$ cat config.mk
export PLATFORM = sky130hd
export DESIGN_NAME = pipe_stage_buf
export DESIGN_NICKNAME = d
export VERILOG_FILES = /design/src/rtl/pipe_stage_buf.sv
export SDC_FILE = /design/constraint.sdc
export NUM_CORES = 1
export LEC_CHECK = 0
export BUFFER_PORTS_ARGS = -buffer_cell sky130_fd_sc_hd__buf_2
export CELL_PAD_IN_SITES_DETAIL_PLACEMENT = 2
export CELL_PAD_IN_SITES_GLOBAL_PLACEMENT = 2
export CORE_AREA = 4 4 102 104
export DETAILED_ROUTE_END_ITERATION = 8
export DIE_AREA = 0 0 106 108
export PLACE_DENSITY_LB_ADDON = 0.1
export SYNTH_ARGS = -nofsm -noshare
export SYNTH_HDL_FRONTEND = slang
export SYNTH_SLANG_ARGS = --single-unit
export TNS_END_PERCENT = 10
$ cat constraint.sdc
create_clock -name CLK -period 9.3 [get_ports CLK]
set_input_delay 0 -clock CLK [delete_from_list [all_inputs] [get_ports CLK]]
set_output_delay 0 -clock CLK [all_outputs]
set_load 0.005 [all_outputs]
$ cat src/rtl/pipe_stage_buf.sv
// Elastic pipeline-stage buffer: a DEPTH-entry valid/ready FIFO between two datapath
// stages, with flush-to-bubble, a freeze input and a saturating count of flushed entries.
module pipe_stage_buf #(
  parameter int                DATA_W     = 32,
  parameter int                DEPTH      = 2,
  parameter logic [DATA_W-1:0] BUBBLE_VAL = '0,
  parameter int                CNT_W      = 16
) (
  input  logic                       CLK,
  input  logic                       RST,
  input  logic                       in_valid,
  output logic                       in_ready,
  input  logic [DATA_W-1:0]          in_data,
  output logic                       out_valid,
  input  logic                       out_ready,
  output logic [DATA_W-1:0]          out_data,
  input  logic                       flush,
  input  logic                       hold,
  output logic [$clog2(DEPTH+1)-1:0] count,
  output logic [CNT_W-1:0]           flush_drops
);

  localparam int CW = $clog2(DEPTH + 1);
  localparam int PW = (DEPTH > 1) ? $clog2(DEPTH) : 1;
  localparam int SW = ((CNT_W > CW) ? CNT_W : CW) + 1;
  localparam logic [CNT_W-1:0] DROP_MAX = {CNT_W{1'b1}};

  logic [DATA_W-1:0] mem_q [DEPTH];
  logic [PW-1:0]     head_q, head_d;
  logic [PW-1:0]     tail_q, tail_d;
  logic [CW-1:0]     count_q, count_d;
  logic [CNT_W-1:0]  drops_q, drops_d;
  logic [CW-1:0]     dropInc;
  logic [SW-1:0]     dropSum;
  logic              notEmpty;
  logic              push;
  logic              pop;

  function automatic logic [PW-1:0] ptrInc(input logic [PW-1:0] p);
    return (p == PW'(DEPTH - 1)) ? '0 : p + PW'(1);
  endfunction

  // A single-entry stage must accept a replacement while full, otherwise it halves throughput.
  always_comb begin
    notEmpty  = (count_q != '0);
    out_valid = notEmpty && !hold;
    out_data  = notEmpty ? mem_q[head_q] : BUBBLE_VAL;
    if (hold) begin
      in_ready = 1'b0;
    end else if (DEPTH == 1) begin
      in_ready = !notEmpty || out_ready;
    end else begin
      in_ready = (count_q < CW'(DEPTH));
    end
  end

  assign push = in_valid && in_ready;
  assign pop  = out_valid && out_ready;

  always_comb begin
    head_d  = head_q;
    tail_d  = tail_q;
    count_d = count_q;
    drops_d = drops_q;
    dropInc = count_q - CW'(pop);
    dropSum = SW'(drops_q) + SW'(dropInc);
    if (flush) begin
      head_d  = '0;
      tail_d  = '0;
      count_d = '0;
      drops_d = (dropSum > SW'(DROP_MAX)) ? DROP_MAX : dropSum[CNT_W-1:0];
    end else begin
      if (push) tail_d = ptrInc(tail_q);
      if (pop)  head_d = ptrInc(head_q);
      count_d = count_q + CW'(push) - CW'(pop);
    end
  end

  always_ff @(posedge CLK or posedge RST) begin
    if (RST) begin
      head_q  <= '0;
      tail_q  <= '0;
      count_q <= '0;
      drops_q <= '0;
    end else begin
      head_q  <= head_d;
      tail_q  <= tail_d;
      count_q <= count_d;
      drops_q <= drops_d;
    end
  end

  // Payload storage is never reset; occupancy alone decides what is visible.
  always_ff @(posedge CLK) begin
    if (push && !flush) mem_q[tail_q] <= in_data;
  end

  assign count       = count_q;
  assign flush_drops = drops_q;

endmodule

==> reports/metrics.yaml <==
route:
  drt_iter0_markers: 75
  viasPerCell: 4.72
  wl_per_cell_um: 16.7
  finalWirelength_um: 8530
  drcViolationCount: 0
  vias: 2417
  first_pass_iters: 3
  antenna_left: 0
place:
  dpl-instance-area_mm2: 0.00411
  io_buffers: 89
  gp_congestion: 0.775
  place_hpwl_um: 5780
floorplanning:
  dieArea_mm2: 0.0114
  core_area_mm2: 0.00955
  fp.dieH_um: 108
  num_io_pins: 90
  die_w_um: 106
  start_util_pct: 36.7
  rows: 36
worst_setup_path:
  required_ns: 9.57
  cp-start-kind: "flip-flop"
  critical_path.max_fanout: 34
  crit_type: "flip-flop to flip-flop"
  endpoint_kind: "flip-flop"
  cp_data_arrival_time_ns: 3.78
cells_and_area:
  design_area_mm2: 0.00464
  num_antenna_cells: 0
  layout.nets: 418
  drive_gt1_share_pct: 30.6
  final_util_pct: 48.5
  syn_to_final_growth_pct: 32.2
sta:
  slew_headroom_pct: 34.0
  worstMarginPinSlew_ns: 0.990
  layout_min_cycle_time_ns: 3.50
  setup_violations: 0
  finClkSkew_ns: 0.00876
  worst_hold_slack_ns: 0.0222
  finalCritPeriodShare_pct: 37.7
  finalSetupTns_ns: 0
  fmax_ghz: 0.285
  rsz0062_at_grt: "no"
  hold_viol: 0
  maxSlewViolCount: 0
global_route:
  antenna_found_initial: 0
  grt.total_usage_pct: 15.8
  grt_pass1_vias: 2752
  grt_pass1_wl_um: 13700
  grt_max_degree: 35
  overflow: 0
cts:
  cts-hold-fix-buffers: 33
  numCtsBuffers: 9
  clkTransAtPathRegs_ns: 0.09
  cts-root-buf: "clkbuf_8"
  numClockSinks: 84
  htreeDepth: 3
  cts_setup_buffers: 0
  cts_tree: "yes"
  clockBufferDepth: 2
  cts_resized: 0
  worstSkewPairLatency_ns: 0.35
power:
  seq_power_share_pct: 51.2
  p_leak_nw: 1.91
  vdd_drop_max_v: 0.0000881
  pwr-share-clk_pct: 28.1
  switching_power_uw: 263
  sw_frac_of_total_pct: 29.0
  powerDensity_mw_per_mm2: 195
  p_comb_share_pct: 20.8
  power_uw: 905
  intPower_uw: 642
synth:
  netlist_area_mm2: 0.00351
  syn-num-nets: 292
  synth_flop_cell: "edfxtp_1"
  synth_edf_count: 64
  ys_types: 33
  syn_avg_cell_area_um2: 14.1
  synth-seq-cells: 84
  ys_seq_area_share_pct: 69.1
  syn_inst: 248
  async_flop_share_pct: 23.8
  yosysWarnings: 0
job:
  maxCapViolations: 0
hold_path:
  hold_path_class: "input port to flip-flop"
status:
  status: "finished clean"
-- placed cells by master (no fill, tap or decap), types with 3 or more instances in the layout --
cell type      instances
xnor2_1                8
nand3_1                4
buf_2                 89
xor2_1                 4
edfxtp_1              64
o21ai_0                3
dlygate4sd3_1         33
ha_1                   5
mux2i_1               33
a21oi_1                3
clkbuf_8               9
nor2_1                39
dfrtp_1               19
inv_1                  9
nand2_1               20
nor3_1                 3
-- state kept, by name, indices dropped and copies added (netlist names) --
name         cells
count            2
flush_drops     16
head_q           1
mem_q           64
tail_q           1
-- power by group through the flow --
stage	Clock [mW]	Sequential, mW	Combinational, mW
floorplan	0	0.459	0.104
global placement	0	0.471	0.177
detailed placement	0	0.472	0.183
CTS	0.267	0.464	0.195
global route	0.283	0.467	0.215
finish	0.254	0.463	0.188
-- path summary, 6_finish.rpt --
check,from,endpoint,slack [ns],depth (start not counted)
setup / recovery,count[1]$_DFF_PP0_,flush_drops[6]$_DFFE_PP0P_,5.80,11
hold / removal,flush,count[1]$_DFF_PP0_,0.02,2
max in group asynchronous,RST,head_q$_DFFE_PP0P_,8.36,3
min in group asynchronous,RST,flush_drops[12]$_DFFE_PP0P_,0.36,3
setup reg to reg,count[1]$_DFF_PP0_,flush_drops[6]$_DFFE_PP0P_,5.80,11
hold reg to reg,flush_drops[9]$_DFFE_PP0P_,flush_drops[9]$_DFFE_PP0P_,0.55,2
-- through the flow --
stage / setup WS (ns) / instances
floorplan: 5.69 / 248
finish: 5.80 / 512
CTS: 5.66 / 512
global placement: 5.84 / 463
detailed placement: 5.66 / 463
global route: 5.36 / 512
-- synth_stat cells (2+ instances only) --
library cell  number  share of area, %
ha_1               5               1.8
xnor2_1            8               2.0
nand3_1            4              0.57
mux2_2             2              0.64
o21ai_0            3              0.43
nor2_1            40               4.3
edfxtp_1          64                55
nor3b_1            2              0.43
nor2b_1            2              0.36
nor3_1             4              0.57
nand2_1           20               2.1
nand4_1            2              0.36
xor2_1             4               1.0
buf_2              4              0.57
a21oi_1            3              0.43
dfrtp_1           20                14
mux2i_1           33               9.4
clkbuf_1           5              0.54
inv_1              9              0.96
-- worst max-delay path: stages, from the launching register on --
cell and delay (ns):
dfrtp_1 0.48, nor2_4 0.67, nor3b_1 0.21, ha_1 0.34, inv_1 0.06, ha_1 0.16, inv_1 0.06, fa_1 0.44
nand4b_1 0.22, nor3_2 0.21, nand3_1 0.40, o21ai_0 0.19
-- layout make-up --
| cell class | count | area [µm²] |
|---|---|---|
| fill | 978 | 4910 |
| sequential | 84 | 2420 |
| multi-input combinational | 146 | 1030 |
| timing repair buffer | 124 | 791 |
| tap | 133 | 166 |
| clock buffer | 10 | 128 |
| clock inverter | 6 | 63.8 |
| inverter | 9 | 33.8 |
-- cells by family (layout without fill, tap and decap cells) --
logic type / count (synthesis) / after routing / synth area share (%)
adders and majority gates: 6 / 6 / 2.35
and+or+nand+nor: 83 / 83 / 11.6
buffers and inverters: 18 / 149 / 2.07
AOI/OAI and AO/OA: 9 / 9 / 1.53
muxes: 36 / 36 / 10.4
xor gates and xnor gates: 12 / 12 / 3.00
DFF: 84 / 84 / 69.1
-- layer usage --
metal  routed length, µm  GRT usage (%)  up-vias
met4                 176           5.64        0
met5                   0              0        -
met3                 375           4.18       12
li1                    -              -     1134
met2                4670           30.3       55
met1                3310           16.5     1216
(Power assumes the default switching activity.)
